--- src/rtl/uart_pkg.sv ---
// Shared UART definitions: parity-type encodings and transmitter FSM states.
// Imported by the transmitter, its parity generator and the future RX checker.
package uart_pkg;

   typedef logic [1:0] parity_t;

   localparam parity_t PAR_NONE = 2'b00;
   localparam parity_t PAR_ODD  = 2'b01;
   localparam parity_t PAR_EVEN = 2'b10;
   localparam parity_t PAR_MARK = 2'b11;

   typedef enum logic [2:0] {
      IDLE,
      START,
      DATA,
      PARITY,
      STOP
   } uart_state_t;

   function automatic logic parity_enabled(input parity_t ptype);
      return ptype != PAR_NONE;
   endfunction

endpackage

--- src/rtl/uart_parity_gen.sv ---
// Combinational parity bit for a DATA_WIDTH-bit word; shared by TX and RX paths.
// Disabled parity yields 0, mark parity yields a constant 1.
module uart_parity_gen
   import uart_pkg::*;
#(
   parameter int DATA_WIDTH = 8
) (
   input  logic [DATA_WIDTH-1:0] data,
   input  logic [1:0]            parity_type,
   output logic                  parity
);

   always_comb begin
      parity = 1'b0;
      case (parity_type)
         PAR_NONE: parity = 1'b0;
         PAR_ODD:  parity = ~(^data);
         PAR_EVEN: parity = ^data;
         PAR_MARK: parity = 1'b1;
         default:  parity = 1'b0;
      endcase
   end

endmodule

--- src/rtl/uart_tx_param.sv ---
// Parametrised UART transmitter: start, DATA_WIDTH data bits LSB first, optional
// parity, STOP_BITS stop bits. Data, parity type and parity are latched per frame.
module uart_tx_param
   import uart_pkg::*;
#(
   parameter int DATA_WIDTH   = 8,
   parameter int CLKS_PER_BIT = 16,
   parameter int STOP_BITS    = 1
) (
   input  logic                  clk,
   input  logic                  reset,
   input  logic [DATA_WIDTH-1:0] tx_data,
   input  logic [1:0]            parity_type,
   input  logic                  tx_valid,
   output logic                  tx_ready,
   output logic                  tx,
   output logic                  tx_busy,
   output logic                  parity_bit
);

   localparam int BAUD_W = (CLKS_PER_BIT > 1) ? $clog2(CLKS_PER_BIT) : 1;
   localparam int IDX_W  = $clog2(DATA_WIDTH + 1);

   localparam logic [BAUD_W-1:0] BAUD_LAST = BAUD_W'(CLKS_PER_BIT - 1);
   localparam logic [IDX_W-1:0]  DATA_LAST = IDX_W'(DATA_WIDTH - 1);
   localparam logic [IDX_W-1:0]  STOP_LAST = IDX_W'(STOP_BITS - 1);

   uart_state_t           r_state,  w_state_nxt;
   logic [BAUD_W-1:0]     r_baud,   w_baud_nxt;
   logic [IDX_W-1:0]      r_idx,    w_idx_nxt;
   logic [DATA_WIDTH-1:0] r_shift,  w_shift_nxt;
   parity_t               r_ptype,  w_ptype_nxt;
   logic                  r_parity, w_parity_nxt;
   logic                  r_tx,     w_tx_nxt;
   logic                  r_ready,  w_ready_nxt;
   logic                  r_busy,   w_busy_nxt;

   logic                  w_par_calc;
   logic                  w_accept;
   logic                  w_wrap;

   uart_parity_gen #(
      .DATA_WIDTH (DATA_WIDTH)
   ) u_parity_gen (
      .data        (tx_data),
      .parity_type (parity_type),
      .parity      (w_par_calc)
   );

   assign w_accept = tx_valid & r_ready;
   assign w_wrap   = (r_baud == BAUD_LAST);

   always_ff @(posedge clk or posedge reset) begin
      if (reset) begin
         r_state  <= IDLE;
         r_baud   <= '0;
         r_idx    <= '0;
         r_shift  <= '0;
         r_ptype  <= PAR_NONE;
         r_parity <= 1'b0;
         r_tx     <= 1'b1;
         r_ready  <= 1'b1;
         r_busy   <= 1'b0;
      end else begin
         r_state  <= w_state_nxt;
         r_baud   <= w_baud_nxt;
         r_idx    <= w_idx_nxt;
         r_shift  <= w_shift_nxt;
         r_ptype  <= w_ptype_nxt;
         r_parity <= w_parity_nxt;
         r_tx     <= w_tx_nxt;
         r_ready  <= w_ready_nxt;
         r_busy   <= w_busy_nxt;
      end
   end

   // r_idx counts data bits in DATA and stop bits in STOP.
   always_comb begin
      w_state_nxt  = r_state;
      w_baud_nxt   = r_baud;
      w_idx_nxt    = r_idx;
      w_shift_nxt  = r_shift;
      w_ptype_nxt  = r_ptype;
      w_parity_nxt = r_parity;

      case (r_state)
         IDLE: begin
            w_baud_nxt = '0;
            w_idx_nxt  = '0;
            if (w_accept) begin
               w_state_nxt  = START;
               w_shift_nxt  = tx_data;
               w_ptype_nxt  = parity_type;
               w_parity_nxt = w_par_calc;
            end
         end
         START: begin
            w_baud_nxt = w_wrap ? '0 : r_baud + BAUD_W'(1);
            if (w_wrap) begin
               w_state_nxt = DATA;
               w_idx_nxt   = '0;
            end
         end
         DATA: begin
            w_baud_nxt = w_wrap ? '0 : r_baud + BAUD_W'(1);
            if (w_wrap) begin
               w_shift_nxt = {1'b0, r_shift[DATA_WIDTH-1:1]};
               if (r_idx == DATA_LAST) begin
                  w_idx_nxt   = '0;
                  w_state_nxt = parity_enabled(r_ptype) ? PARITY : STOP;
               end else begin
                  w_idx_nxt = r_idx + IDX_W'(1);
               end
            end
         end
         PARITY: begin
            w_baud_nxt = w_wrap ? '0 : r_baud + BAUD_W'(1);
            if (w_wrap) begin
               w_state_nxt = STOP;
               w_idx_nxt   = '0;
            end
         end
         STOP: begin
            w_baud_nxt = w_wrap ? '0 : r_baud + BAUD_W'(1);
            if (w_wrap) begin
               if (r_idx == STOP_LAST) begin
                  w_idx_nxt = '0;
                  if (w_accept) begin
                     w_state_nxt  = START;
                     w_shift_nxt  = tx_data;
                     w_ptype_nxt  = parity_type;
                     w_parity_nxt = w_par_calc;
                  end else begin
                     w_state_nxt = IDLE;
                  end
               end else begin
                  w_idx_nxt = r_idx + IDX_W'(1);
               end
            end
         end
         default: begin
            w_state_nxt = IDLE;
            w_baud_nxt  = '0;
            w_idx_nxt   = '0;
         end
      endcase
   end

   // Outputs are decoded from the next state so the registered pins line up
   // with the state they describe (start bit appears the clock after accept).
   always_comb begin
      w_tx_nxt    = 1'b1;
      w_busy_nxt  = (w_state_nxt != IDLE);
      w_ready_nxt = 1'b0;
      case (w_state_nxt)
         IDLE: begin
            w_tx_nxt    = 1'b1;
            w_ready_nxt = 1'b1;
         end
         START:  w_tx_nxt = 1'b0;
         DATA:   w_tx_nxt = w_shift_nxt[0];
         PARITY: w_tx_nxt = w_parity_nxt;
         STOP: begin
            w_tx_nxt    = 1'b1;
            w_ready_nxt = (w_idx_nxt == STOP_LAST) && (w_baud_nxt == BAUD_LAST);
         end
         default: w_tx_nxt = 1'b1;
      endcase
   end

   assign tx         = r_tx;
   assign tx_ready   = r_ready;
   assign tx_busy    = r_busy;
   assign parity_bit = r_parity;

endmodule
--- config.mk ---
export PLATFORM = sky130hd
export DESIGN_NAME = uart_tx_param
export DESIGN_NICKNAME = d
export VERILOG_FILES = /design/src/rtl/uart_pkg.sv /design/src/rtl/uart_parity_gen.sv /design/src/rtl/uart_tx_param.sv
export SDC_FILE = /design/constraint.sdc
export NUM_CORES = 1
export LEC_CHECK = 0
export ABC_AREA = 1
export ABC_CLOCK_PERIOD_IN_PS = 4500
export BUFFER_PORTS_ARGS = -buffer_cell sky130_fd_sc_hd__buf_2
export CAP_MARGIN = 30
export CORE_MARGIN = 5
export CORE_UTILIZATION = 50
export DETAILED_ROUTE_END_ITERATION = 8
export PLACE_DENSITY = 0.72
export SLEW_MARGIN = 20
export SYNTH_ARGS = -nofsm -noshare
export SYNTH_HDL_FRONTEND = slang
export SYNTH_HIERARCHICAL = 1
export SYNTH_SLANG_ARGS = --single-unit
--- constraint.sdc ---
create_clock -name clk -period 4.5 [get_ports clk]
set_clock_uncertainty 0.05 [all_clocks]
set_input_delay 0.225 -clock clk [delete_from_list [all_inputs] [get_ports clk]]
set_output_delay 0.225 -clock clk [all_outputs]
set_load 0.005 [all_outputs]
* Word level (Yosys, flattened, before mapping)
Index checks and enable logic that the tools add are counted.
** Word-level totals
- Bits of input ports :: 13
- Output and inout bits :: 4
- Logic and storage cells :: 80
- Bits in latches :: 0
- RAM bits :: 0
- Memory bits (read-only) :: 0
- Memories :: 0
- Bits in registers :: 25
** Operators by class
- $add $sub $neg :: 2
- Bitwise gates (word level) :: 2
- Multiplexer cells :: 34
- Magnitude comparators :: 0
- Shift operators :: 0
- $mul :: 0
- Reduce and logical (&&, ||, !) cells :: 15
- Equality and inequality tests :: 17
- Divide/modulo/power cells :: 0
** Operator list (count)
- $mux 8 :: 4
- $mux 4 :: 7
- $mux 3 :: 8
- $pmux 8 s3 :: 1
- $pmux 3 s5 :: 1
- $eq 3x2->1 const B :: 4
- $pmux 4 s3 :: 1
- $add 4x1->4 const B :: 2
- $eq 4x4->1 const B :: 2
- $logic_not 4->1 :: 2
- $reduce_xor 8->1 :: 1
- $eq 3x1->1 const B :: 2
- $eq 3x3->1 const B :: 2
- $logic_not 3->1 :: 2
- $mux 2 :: 3
- $ne 2x2->1 const B :: 3
- $reduce_bool 3->1 :: 2
- $eq 2x2->1 const B :: 2
- $eq 4x3->1 const B :: 1
- $mux 1 :: 4
- $pmux 1 s2 :: 2
- $pmux 1 s4 :: 1
- $pmux 2 s2 :: 1
- $reduce_and 4->1 :: 1
- other kinds (10) :: 11

* Logic depth before layout (Yosys ltp)
Gate-level depths: netlist of run 1.
- Word-level depth :: 8
- Mapped depth :: 13
- Gate-level depth less buffers :: 13

* By module
The synthesis of run 1 kept the hierarchy.
** Modules (own cells, without submodules)
- uart_tx_param :: area each 1572.8 um2, instances 1, seq. area each 628.1 um2, cells each 212
- uart_parity_gen :: area each 191.4 um2, instances 1, seq. area each 0.0 um2, cells each 50

* Worst setup path after synthesis of run 1
No wires, ideal clock.
- Path type :: register -> register
- Start point :: register r_baud[0]
- End point :: register r_busy (netlist: tx_busy)
- Path buffers :: 1
- Setup slack :: 2927 ps
- Setup time :: 128 ps
- Required time :: 4322 ps
- Arrival time :: 1396 ps
- Period minus slack after synthesis :: 1573 ps
- Stages on the path, launching flop included :: 9
- Cell sequence :: dfrtp_1 > ha_1 > nand3_2 > buf_6 > nor2_1 > o21ai_1 > nand2_2 > nor2_2 > nand2_1
** On the way
- Longest elaborated chain between the ends :: 4
- Elaborated cells on any way between the ends :: 7
- Classes of those cells :: eq/ne: 1; mux: 5; reduce/logical: 1
** Ends and longest elaborated chain
- from (decl) :: RTL line uart_tx_param.sv:29 : logic [BAUD_W-1:0] r_baud, w_baud_nxt;
- from (signal assigned) :: RTL line uart_tx_param.sv:66 : r_baud <= w_baud_nxt;
- $eq 4x4->1 * :: RTL line uart_tx_param.sv:51 : assign w_wrap = (r_baud == BAUD_LAST);
- $mux 3 (on tied branches)
- $pmux 3 s5 * :: RTL line uart_tx_param.sv:86 : case (r_state)
- named net w_state_nxt[1] :: RTL line uart_tx_param.sv:28 : uart_state_t r_state, w_state_nxt;
- $reduce_bool 3->1 * :: RTL line uart_tx_param.sv:153 : w_busy_nxt = (w_state_nxt != IDLE);
- named net w_busy_nxt :: RTL line uart_tx_param.sv:36 : logic r_busy, w_busy_nxt;
- to (signal assigned) :: RTL line uart_tx_param.sv:73 : r_busy <= w_busy_nxt;
- to (decl) :: RTL line uart_tx_param.sv:36
The timed path passes the listed nets; every way through them passes the cells marked *.
A chain may end at the register's enable or synchronous reset.

* Final worst setup path of run 1
- Start point :: register r_baud[0]
- End point :: register r_ready (netlist: tx_ready)
** On the way
- Elaborated cells on any way between the ends :: 19
- Classes of those cells :: add/sub: 1; eq/ne: 3; mux: 12; reduce/logical: 3
** RTL lines
- $eq 4x4->1 * :: RTL line uart_tx_param.sv:51
- $mux 3 (on tied branches)
- $pmux 3 s5 * :: RTL line uart_tx_param.sv:86
- named net w_state_nxt[1] :: RTL line uart_tx_param.sv:28
- $eq 3x3->1 / $logic_not 3->1 (equally long branches) :: RTL line uart_tx_param.sv:155 : case (w_state_nxt)
- $pmux 1 s2 * :: RTL line uart_tx_param.sv:155
- named net w_ready_nxt :: RTL line uart_tx_param.sv:35 : logic r_ready, w_ready_nxt;
- to (signal assigned) :: RTL line uart_tx_param.sv:72 : r_ready <= w_ready_nxt;
- to (decl) :: RTL line uart_tx_param.sv:35
Marks and branches as above.

==> reports/summary.md, run 1 <==
The run finished with clean final reports. The maximum frequency from static timing analysis was 0.529 GHz; the number of rows created at floorplan was 21. After detailed routing, the average wire length per cell comes to 10.9 µm. The clock sink total was 25. The initial utilization of the core area, before any placement, comes to 52.0%. Data on the critical path arrives at its endpoint at 2120 ps. The run gives 298 as the final net count. Synthesis instantiated 28 different standard cells from the library. The tools report the worst hold slack after final layout as 75.7 ps. The later pin in the worst-skew pair is clocked with a latency of 320 ps. The overall routing resource usage is 15.5%. Setup violations remaining at the end of the flow were counted as 0. The logs give 0 for the number of pins exceeding their max-slew limit in the final report and 155 µV for the peak supply drop. The startpoint class of the critical path was a flip-flop. The floorplan step defined a die boundary enclosing 0.00482 mm². The area growth from synthesis to layout works out to 9.29%.

Measured along the x axis, the die boundary spans 69.4 µm. The first global-routing pass estimated 6330 µm of wire. Along the worst hold path, the cell count comes to 3.

TritonCTS built the clock tree. After clock tree synthesis, the clock-pin slew on the worst setup and hold paths is 140 ps. Of all nets on the critical path, the largest fanout is 14. The run gives 0 as the number of violations of the max-capacitance limit. The count of cells along the worst register-to-register path is 9, and the cell count after synthesis is 262. 0 antenna diodes ended up in the layout. The startpoint identified for the worst register-to-register timing path is r_baud[0]. Sequential cell area fraction in the yosys report: 35.6%. The count of endpoints failing hold in the final timing report came out at 0. The worst min-delay path startpoint was parity_type[0]. The post-synthesis cell type with the largest combined area is sky130_fd_sc_hd__dfrtp_1. The netlist area before placement was 0.00176 mm²; the count of state elements after synthesis was 25.

No sink is reached through more buffers than the 2 on the longest clock path. The worst hold-check path type is input pin to flip-flop. The actual transition at the worst max-transition pin was 499 ps.

The run gives 6 as the yosys synthesis warning count. Once detail routing completed, the nets flagged for antenna violations numbered 0. After detailed routing, the total wire length is 3550 µm. In this run the vertical extent of the chip is 69.4 µm.

Entering global routing, the biggest net connects 26 pins. The worst register-to-register path ends at tx_ready. The tools report the number of DRC violations after detailed-routing iteration 0 as 63.

In the routed layout, each cell is associated on average with a via count of 4.96. The half-perimeter wire length after detailed placement is 2850 µm, and the total CTS buffers is 3. After global routing the overflow that remains totals 0.

Setup repair after global routing left no endpoint under its margin. The summed negative setup slack over all endpoints is 0 ps, and the net count after synthesis is 278. The tools report the kind of capture point of the worst setup path as a flip-flop.

Maximum level of the CTS H-tree: 1. The final critical path takes up 42.0% of the cycle. The count of buffers added on input and output ports is 16. Setup slack on the worst reg-to-reg path comes out at 2610 ps. The number of optimization iterations in the first detailed-route pass is 4, and the routability congestion estimate from global placement is 0.901. The tools report the remaining max-slew budget at the tightest pin as 66.7%.

The share of layout cells above drive strength 1 was 16.0%; the mean cell area of the mapped netlist was 6.73 µm². The clock period minus worst slack came out at 1890 ps. The tree is rooted in a sky130_fd_sc_hd__clkbuf_4.

The tools report the number of antenna violations at the first check in global routing as 0. The core region is 0.00339 mm². The run gives 1543 as the via count of the first global-routing pass.

Summed over all cells, the static leakage comes to 0.00111 µW. For this run, design rule violations remaining after detail routing come to 0. At the worst endpoint, the required time is 4730 ps.

Power spread over the standard cell area amounts to 184 mW/mm². The endpoint of the worst hold path is r_ptype[0]. During I/O placement, the number of pins put on the boundary was 17. By area the synthesized netlist is led by sky130_fd_sc_hd__dfrtp_1 (33%), sky130_fd_sc_hd__nand2_1 (21%), sky130_fd_sc_hd__inv_1 (8.9%), sky130_fd_sc_hd__nand3_1 (6.0%), sky130_fd_sc_hd__nor2_1 (4.3%). The portion of synthesized cell area occupied by the leading cell type was 32.6%. The total via count in the routed design was 1623.

The setup path with the least slack is of type flip-flop to flip-flop.
[sequential cells by signal, indices dropped and copies added, names as in the netlist]
name,count
tx_busy,1
parity_bit,1
tx,1
r_shift,8
r_idx,4
r_ptype,2
r_baud,4
r_state,3
tx_ready,1
[stage by stage]
stage	utilization [%]	cells	worst slack (ps)	instance area [µm²]	total power, µW
final	56.9	327	2610	1930	355
after detailed placement	55.3	321	2640	1880	258
after floorplan	-	262	2930	1760	247
after CTS	56.1	325	2610	1900	358
after global routing	56.9	327	2440	1930	381
after global placement	55.3	321	2680	1880	258
[how the worst max path moves through the flow]
stage,start,end,slack (ps)
after floorplan,r_baud[0],tx_busy,2930
after global placement,r_baud[0],tx_busy,2680
after detailed placement,r_baud[0],tx_busy,2640
after CTS,r_baud[0],tx_ready,2610
after global routing,r_baud[0],tx_ready,2440
final,r_baud[0],tx_ready,2610
[timing repair]
action / in CTS / in global routing
gates resized for setup: 0 / 0
hold endpoints to repair: 0 / 10
setup buffers: 0 / 0
hold buffers: 0 / 1
[placed cells by master, fill, tap and decap left out, drive strengths merged, types with 2 or more instances in the layout]
cell,count
nand2,102
inv,45
nor2,27
nand3,26
dfrtp,23
buf,17
o21ai,14
o221ai,6
nand4,4
ha,3
clkbuf,3
dfstp,2
a21oi,2
[critical path, cell delays in order (launching register included)]
cell and delay, ps:
sky130_fd_sc_hd__dfrtp_1 410, sky130_fd_sc_hd__ha_1 240, sky130_fd_sc_hd__nand3_2 290, sky130_fd_sc_hd__nor2_2 260, sky130_fd_sc_hd__nand3_2 100, sky130_fd_sc_hd__nand2_1 100, sky130_fd_sc_hd__nand2_2 70, sky130_fd_sc_hd__nor2_2 170
sky130_fd_sc_hd__nand2_1 100, sky130_fd_sc_hd__nand2_1 80
[cell usage after synthesis]
library cell	number
sky130_fd_sc_hd__clkbuf_1	1
sky130_fd_sc_hd__dfrtp_1	23
sky130_fd_sc_hd__o21ai_1	5
sky130_fd_sc_hd__nand3_4	2
sky130_fd_sc_hd__o21ai_0	8
sky130_fd_sc_hd__o32ai_1	1
sky130_fd_sc_hd__nand4_1	4
sky130_fd_sc_hd__inv_1	42
sky130_fd_sc_hd__nand3b_1	1
sky130_fd_sc_hd__nor2_4	2
sky130_fd_sc_hd__buf_6	2
sky130_fd_sc_hd__o21ai_2	1
sky130_fd_sc_hd__nand2_4	1
sky130_fd_sc_hd__nand2_2	4
sky130_fd_sc_hd__a21oi_2	1
sky130_fd_sc_hd__nor2_2	5
sky130_fd_sc_hd__inv_2	3
sky130_fd_sc_hd__nor3_1	1
sky130_fd_sc_hd__dfstp_2	2
sky130_fd_sc_hd__a21oi_1	1
sky130_fd_sc_hd__nand3_2	3
sky130_fd_sc_hd__nand3_1	21
sky130_fd_sc_hd__o221ai_1	6
sky130_fd_sc_hd__mux2i_1	1
sky130_fd_sc_hd__ha_1	3
sky130_fd_sc_hd__o211ai_1	1
sky130_fd_sc_hd__nand2_1	97
sky130_fd_sc_hd__nor2_1	20
[power breakdown]
part / internal (µW) / switching (µW)
sequential: 225 / 0
clock: 33.3 / 65.2
combinational: 11.8 / 19.5
total: 270 / 84.7
[kinds of logic after synthesis]
family | share of synthesized area, %
buffers and inverters | 11.1
adder cells (fa/ha/maj) | 2.13
AO/OA/AOI/OAI | 8.87
AND/OR/NAND/NOR | 41.8
multiplexers | 0.567
flip-flops | 35.6
[cell type report]
class                   count  area [µm²]
repair buffers             18         105
fillers                   329        1460
flip-flops and latches     25         628
inverters                  45         169
clock buffers               3        22.5
well taps                  46        57.6
multi-input cells         189         941
clock inverters             1        5.00
[metal layers]
layer	GRT usage (%)	vias up	part of all wire (%)	routed length, µm
met3	3.04	4	2.3	81
met4	3.47	0	0.68	24
li1	-	859	-	-
met2	26.5	17	49	1730
met1	20.0	743	48	1710
met5	0	-	0	0
Power figures use the tool's default switching activity.
==> run 2, diff against run 1 <==
--- a/config.mk
+++ b/config.mk
@@ -6,7 +6,7 @@
 export NUM_CORES = 1
 export LEC_CHECK = 0
 export ABC_AREA = 1
-export ABC_CLOCK_PERIOD_IN_PS = 4500
+export ABC_CLOCK_PERIOD_IN_PS = 1920
 export BUFFER_PORTS_ARGS = -buffer_cell sky130_fd_sc_hd__buf_2
 export CAP_MARGIN = 30
 export CORE_MARGIN = 5
==> constraint.sdc (replaced) <==
create_clock -name clk -period 1.92 [get_ports clk]
set_clock_uncertainty 0.05 [all_clocks]
set_input_delay 0.096 -clock clk [delete_from_list [all_inputs] [get_ports clk]]
set_output_delay 0.096 -clock clk [all_outputs]
set_load 0.005 [all_outputs]
==> run 2 against run 1 <==
Net effect: total power increased by 140%; setup slack worse by 2400 ps; hold slack got worse by 17 ps; die area stayed put; sequential power grew 130%; sequential share of layout area fell by 1.7 points; combinational power increased by 140%; first-iteration DRC count grew 14%; cell area grew 5.5%; global-route usage up 0.67 points; critical path type unchanged; critical path depth up 1.
==> reports/summary.md, run 2 (synthesis results as in run 1) <==
The leftover overflow at the end of global routing came out at 0 (unchanged). TritonCTS built the clock tree. The critical setup path kind was flip-flop to flip-flop. The flow ran to the end, and the final reports show no timing, DRC or antenna violations. The number of optimization iterations in the first detailed-route pass came out at 4 (unchanged). For the maximum level of the CTS H-tree, the log shows 1 (unchanged).

The logs give 0 ps (unchanged) for the summed negative setup slack over all endpoints and 1563 (+1.3%) for the via count of the first global-routing pass. The combined area of the multi-input logic cells is 951 µm² (+1.1%). The tools report the startpoint class of the critical path as a flip-flop.

The number of rows created at floorplan is 21 (unchanged), and the number of fill cells in the layout is 305 (-7.3%). The worst setup path is captured at a flip-flop. Compared with the post-synthesis result, the final layout area differs by 15.2%.

The peak supply drop is 415 µV (+170%), and the vertical die dimension is 69.4 µm (unchanged). Leaving out fill and tap cells, the most frequent cell in the layout is sky130_fd_sc_hd__nand2_1. The tools report the overall routing resource usage as 16.1% (+0.67 points).

The total CTS buffers was 3 (unchanged); the clock period minus worst slack was 1740 ps (-149 ps). The final clock period utilization by the worst path was 90.7% (+49 points). Setup repair after global routing left no endpoint under its margin. For the I/O pin count, the log shows 17 (unchanged).

The clock transition time at the flip-flop clock pins of the worst setup and hold paths is 140 ps (about the same). In the final layout, the registers with the most flip-flops are r_shift: 8 flops, r_baud: 4 flops, r_idx: 4 flops. The actual transition at the worst max-transition pin is 323 ps (-177 ps), and the clock sink total is 25 (unchanged).

The number of vias per cell after detailed routing was 4.87 (-1.8%); the deepest clock path buffer count was 2 (unchanged). The run gives 309 (+3.7%) as the final net count. Total via count in the routed design: 1647 (+1.5%). The area taken by flip-flops and latches is 628 µm² (unchanged), and the final antenna diode count is 0 (unchanged). The number of antenna violations at the first check in global routing is 0 (unchanged). The run gives 176 ps (-2460 ps) as the minimum setup slack after placement.

The horizontal die dimension was 69.4 µm (unchanged). Number of port buffers: 16 (unchanged). The power after layout was 840 µW (+140%). The top cell types in the final layout, fill and taps aside, are sky130_fd_sc_hd__nand2_1 (97), sky130_fd_sc_hd__inv_1 (42), sky130_fd_sc_hd__dfrtp_1 (23). The worst hold path belongs to the class input pin to flip-flop. The run gives 0 (unchanged) as the remaining number of nets flagged by the antenna check after routing.

The tools report the number of DRC violations after detailed-routing iteration 0 as 72 (+14%). For the area of the core, the log shows 0.00339 mm² (unchanged). The share of layout cells above drive strength 1 was 18.5% (+2.5 points); the remaining max-slew budget at the tightest pin was 78.5% (+12 points). For the leakage power, the log shows 0.00116 µW (+4.9%).

Ranked by flip-flop count, first place goes to r_shift. Number of setup violations in the final report: 0 (unchanged). The number of violations of the max-capacitance limit was 0 (unchanged). The tree is rooted in a sky130_fd_sc_hd__clkbuf_4. The total power per unit cell area is 413 mW/mm² (+120%), and the later-pin clock latency in the skew report is 320 ps (about the same). The run gives 1960 ps (-160 ps) as the critical path data arrival time. The number of pins exceeding their max-slew limit in the final report came out at 0 (unchanged).

The tools report the DRC violations left as 0 (unchanged). The tools report the detailed-route wire length as 3660 µm (+2.9%). The initial standard-cell utilization of the core is 52.0% (unchanged), and the area of the die is 0.00482 mm² (unchanged).

The number of flip-flops in the largest register came out at 8 (unchanged). The tools report the routability congestion estimate from global placement as 0.895 (-0.77%). The run gives 2140 ps (-2590 ps) as the required time of the worst setup path.

The mean routed wirelength per cell was 10.8 µm (-0.45%). For the maximum frequency from static timing analysis, the log shows 0.574 GHz (+8.6%). Wire length of the first global-routing pass: 6530 µm (+3.0%). The largest fanout on the critical path works out to 11 (-3). The logs give 179 ps (-2430 ps) for the worst path setup slack after routing and 26 (unchanged) for the pin count of the biggest net entering global routing. The count of endpoints failing hold in the final timing report is 0 (unchanged), and the half-perimeter wire length after detailed placement is 2840 µm (about the same).

For the buffer count from post-CTS setup fixing, the log shows 0 (unchanged).
-- run 2: changes by cell type in the layout (fill, tap and decap cells not counted), sizes merged --
cell / delta
buf: +8
dlygate4sd3: +3
-- run 2: path summary, 6_finish.rpt --
path | startpoint | endpoint | slack [ps] | cells past startpoint
max | r_baud[0] | r_shift[7] | 180 | 10
min | tx_data[4] | r_shift[4] | 60 | 3
min reg2reg | r_shift[0] | r_shift[0] | 440 | 2
min in group asynchronous | reset | r_ptype[0] | 280 | 4
max reg2reg | r_baud[0] | r_shift[7] | 180 | 10
max in group asynchronous | reset | tx_ready | 1250 | 4
-- run 2: area by class of cell --
cell class	count	share of cell area [%]
multi-input combinational	189	46.8
clock inverter	1	0.246
inverter	45	8.31
sequential	25	30.9
clock buffer	3	1.11
tap	46	2.83
timing repair buffer	29	9.85
-- run 2: what timing repair did --
item / in CTS / in global routing
hold buffers: 3 / 1
gates resized for setup: 0 / 2
endpoints found under the setup margin: 0 / 3
endpoints found under the hold margin: 25 / 1
-- run 2: per-layer routing --
| metal | share of wire (%) | routed length (µm) | up-vias | global-route usage [%] |
|---|---|---|---|---|
| li1 | - | - | 887 | - |
| met1 | 49 | 1800 | 737 | 21.4 |
| met2 | 48 | 1750 | 21 | 27.1 |
| met3 | 2.4 | 86 | 2 | 3.04 |
| met4 | 0.47 | 17 | 0 | 3.47 |
| met5 | 0 | 0 | - | 0 |
-- run 2: critical path: stages (launching register included) --
cell and delay (ps):
sky130_fd_sc_hd__dfrtp_1 420, sky130_fd_sc_hd__ha_2 240, sky130_fd_sc_hd__nand2_1 110, sky130_fd_sc_hd__nor2_2 100
sky130_fd_sc_hd__buf_4 190, sky130_fd_sc_hd__nor2_1 60, sky130_fd_sc_hd__inv_1 80, sky130_fd_sc_hd__nand3_2 150
sky130_fd_sc_hd__o21ai_1 160, sky130_fd_sc_hd__nand2_1 60, sky130_fd_sc_hd__nor2_1 80
-- run 2: power breakdown --
part	switching (µW)	total [µW]	internal, µW
clock	159	237	78.1
combinational	45.8	76.1	30.3
sequential	0	527	527
total	205	840	635
-- run 2: metrics by stage --
stage	hold WS, ps	std cells	util (%)	area [µm²]
after detailed placement	108	330	57.7	1960
after CTS	15.3	337	59.4	2010
final	58.8	338	60.0	2030
after global routing	64.0	338	60.0	2030
after global placement	106	330	57.7	1960
after floorplan	71.8	262	-	1760
==> run 3, diff against run 2 <==
--- a/config.mk
+++ b/config.mk
@@ -12,7 +12,7 @@
 export CORE_MARGIN = 5
 export CORE_UTILIZATION = 50
 export DETAILED_ROUTE_END_ITERATION = 8
-export PLACE_DENSITY = 0.72
+export PLACE_DENSITY_LB_ADDON = 0.2
 export SLEW_MARGIN = 20
 export SYNTH_ARGS = -nofsm -noshare
 export SYNTH_HDL_FRONTEND = slang
==> run 3 against run 2 <==
Net effect: sequential share of layout area is 0.21 points higher; routed wire length grew 2.8%; highest routed layer unchanged; critical endpoint unchanged; register-to-register slack improved by 50 ps.
==> reports/summary.md, run 3 (synthesis results as in run 1) <==
The initial standard-cell utilization of the core is 52.0% (unchanged). The run gives 308 (-0.32%) as the final net count. From synthesis to final layout, the design area changed by 14.5%. Later-pin clock latency in the skew report: 320 ps (about the same). Endpoint of the worst hold path: r_shift[7]. The clock transition time at the flip-flop clock pins of the worst setup and hold paths came out at 140 ps (about the same).

The maximum level of the CTS H-tree is 1 (unchanged). The count of cells along the worst register-to-register path was 10 (unchanged). The worst hold path begins at tx_data[7]. The summed negative setup slack over all endpoints came out at 0 ps (unchanged). The worst hold path belongs to the class input pin to flip-flop.

Area taken by flip-flops and latches: 628 µm² (unchanged). r_shift holds more flip-flops than any other register. For the combined area of the multi-input logic cells, the log shows 961 µm² (+1.1%). By startpoint and endpoint, the worst setup path is classified as flip-flop to flip-flop. The remaining number of nets flagged by the antenna check after routing is 0 (unchanged). The critical path data arrival time is 1910 ps (-50 ps). TritonCTS built the clock tree. The number of rows created at floorplan came out at 21 (unchanged). The routability congestion estimate from global placement was 0.857 (-4.2%). The leakage power was 0.00115 µW (-0.97%). The wire length of the first global-routing pass was 6910 µm (+5.9%); the share of layout cells above drive strength 1 was 18.2% (-0.28 points). The tools report the remaining max-slew budget at the tightest pin as 79.0% (+0.48 points).

For the peak supply drop, the log shows 337 µV (-19%). The tools report the number of fill cells in the layout as 331 (+8.5%). The deepest clock path buffer count was 2 (unchanged); the clock sink total was 25 (unchanged).

The total via count in the routed design was 1652 (+0.30%); the instance count along the most critical hold path was 3 (unchanged). The most frequent standard cell in the layout excluding fill and tap cells was sky130_fd_sc_hd__nand2_1. The logs give 0 (unchanged) for the number of pins exceeding their max-slew limit in the final report and 3 (unchanged) for the total CTS buffers.

For the maximum frequency from static timing analysis, the log shows 0.592 GHz (+3.1%). The clock period minus worst slack works out to 1690 ps (-51.9 ps). Setup repair after global routing left no endpoint under its margin. The total power per unit cell area was 419 mW/mm² (+1.3%). The slack of the worst reg-to-reg path is 230 ps (+50 ps), and the mean routed wirelength per cell is 11.2 µm (+3.2%). The tools report the buffer count from post-CTS setup fixing as 0 (unchanged). The count of endpoints failing hold in the final timing report was 0 (unchanged). The top cell types in the final layout, fill and taps aside, are sky130_fd_sc_hd__nand2_1 (97), sky130_fd_sc_hd__inv_1 (42), sky130_fd_sc_hd__dfrtp_1 (23). Required time of the worst setup path: 2140 ps (about the same). The largest registers in the layout are r_shift: 8 flops, r_baud: 4 flops, r_idx: 4 flops. The final clock period utilization by the worst path is 88.0% (-2.7 points), and the number of optimization iterations in the first detailed-route pass is 4 (unchanged). The half-perimeter wire length after detailed placement came out at 2960 µm (+4.1%).

The run gives 0 (unchanged) as the number of violations of the max-capacitance limit. I/O pin count: 17 (unchanged). The worst setup path is launched from a flip-flop. The number of setup violations in the final report is 0 (unchanged). The tools report the detailed-route wire length as 3760 µm (+2.8%).

The via count of the first global-routing pass was 1617 (+3.5%). The DRC violations left was 0 (unchanged). The run gives 71 (-1.4%) as the number of DRC violations after detailed-routing iteration 0. The number of antenna violations at the first check in global routing came out at 0 (unchanged).

The largest fanout on the critical path works out to 11 (unchanged). The root buffer cell chosen for the clock tree is sky130_fd_sc_hd__clkbuf_4. The worst setup path is captured at a flip-flop.

The tools report the pin count of the biggest net entering global routing as 26 (unchanged). For the overall routing resource usage, the log shows 17.0% (+0.85 points). For the power after layout, the log shows 845 µW (+0.60%). The number of flip-flops in the largest register is 8 (unchanged), and the area of the core is 0.00339 mm² (unchanged).

The final antenna diode count was 0 (unchanged); the leftover overflow at the end of global routing was 0 (unchanged). Number of port buffers: 16 (unchanged). The tools report the worst reg2reg path startpoint as r_baud[0]. The number of vias per cell after detailed routing works out to 4.90 (+0.60%). The flow ran to the end, and the final reports show no timing, DRC or antenna violations.

The area of the die was 0.00482 mm² (unchanged); the vertical die dimension was 69.4 µm (unchanged). The actual transition at the worst max-transition pin is 315 ps (-7.27 ps). Horizontal die dimension: 69.4 µm (unchanged). Endpoint of the worst-slack reg-to-reg timing path: r_shift[7]. The worst hold slack after final layout is 6.44 ps (-52.3 ps).
## run 3: cell count changes in the layout (fill, tap and decap cells not counted), sizes merged
cell	change
clkinv	-1
dlygate4sd3	-1
clkbuf	+1
## run 3: stage by stage
step	setup slack [ps]	area [µm²]	cells	util, %
2_1_floorplan	347	1760	262	-
3_3_place_gp	206	1940	330	57.3
3_5_place_dp	155	1940	330	57.3
4_1_cts	113	2000	337	59.0
5_1_grt	25.4	2020	337	59.6
6_report	231	2020	337	59.6
## run 3: layout make-up
cell class / count / share of cell area (%)
Clock buffer: 4 / 1.30
Inverter: 45 / 8.36
Multi-Input combinational cell: 189 / 47.6
Tap cell: 46 / 2.85
Sequential cell: 25 / 31.1
Timing Repair Buffer: 28 / 8.80
## run 3: critical path: stages (launching register included)
cell,delay (ps)
sky130_fd_sc_hd__dfrtp_1,450
sky130_fd_sc_hd__ha_4,190
sky130_fd_sc_hd__nand2_1,100
sky130_fd_sc_hd__nor2_2,90
sky130_fd_sc_hd__buf_4,180
sky130_fd_sc_hd__nor2_1,70
sky130_fd_sc_hd__inv_1,80
sky130_fd_sc_hd__nand3_2,140
sky130_fd_sc_hd__o21ai_1,150
sky130_fd_sc_hd__nand2_1,60
sky130_fd_sc_hd__nor2_1,70
## run 3: repair_timing
action / CTS / global route
hold buffers: 3 / 0
endpoints found under the hold margin: 25 / 0
gates resized for setup: 0 / 3
endpoints found under the setup margin: 0 / 4
## run 3: power by group
part           total (µW)  switching (µW)  internal, µW  leakage (µW)
logic                75.0            46.0          29.0      0.000849
clock network         244             162          81.4     0.0000150
registers             527               0           527      0.000286
total                 845             208           637       0.00115
## run 3: worst max-delay path by stage
stage	slack (ps)	end	start
detailed placement	160	tx_busy	r_baud[0]
global placement	210	tx_busy	r_baud[0]
finish	230	r_shift[7]	r_baud[0]
floorplan	350	tx_busy	r_baud[0]
CTS	110	tx_ready	r_baud[0]
global route	30	r_shift[7]	r_baud[0]
## run 3: routing by layer
layer  vias up  global-route usage [%]  share of wire (%)  routed length (µm)
li1        883                       -                  -                   -
met1       748                    23.0                 50                1880
met2        16                    28.5                 47                1750
met3         5                    2.46                2.3                  87
met4         0                    3.90                1.0                  38
met5         -                       0                  0                   0
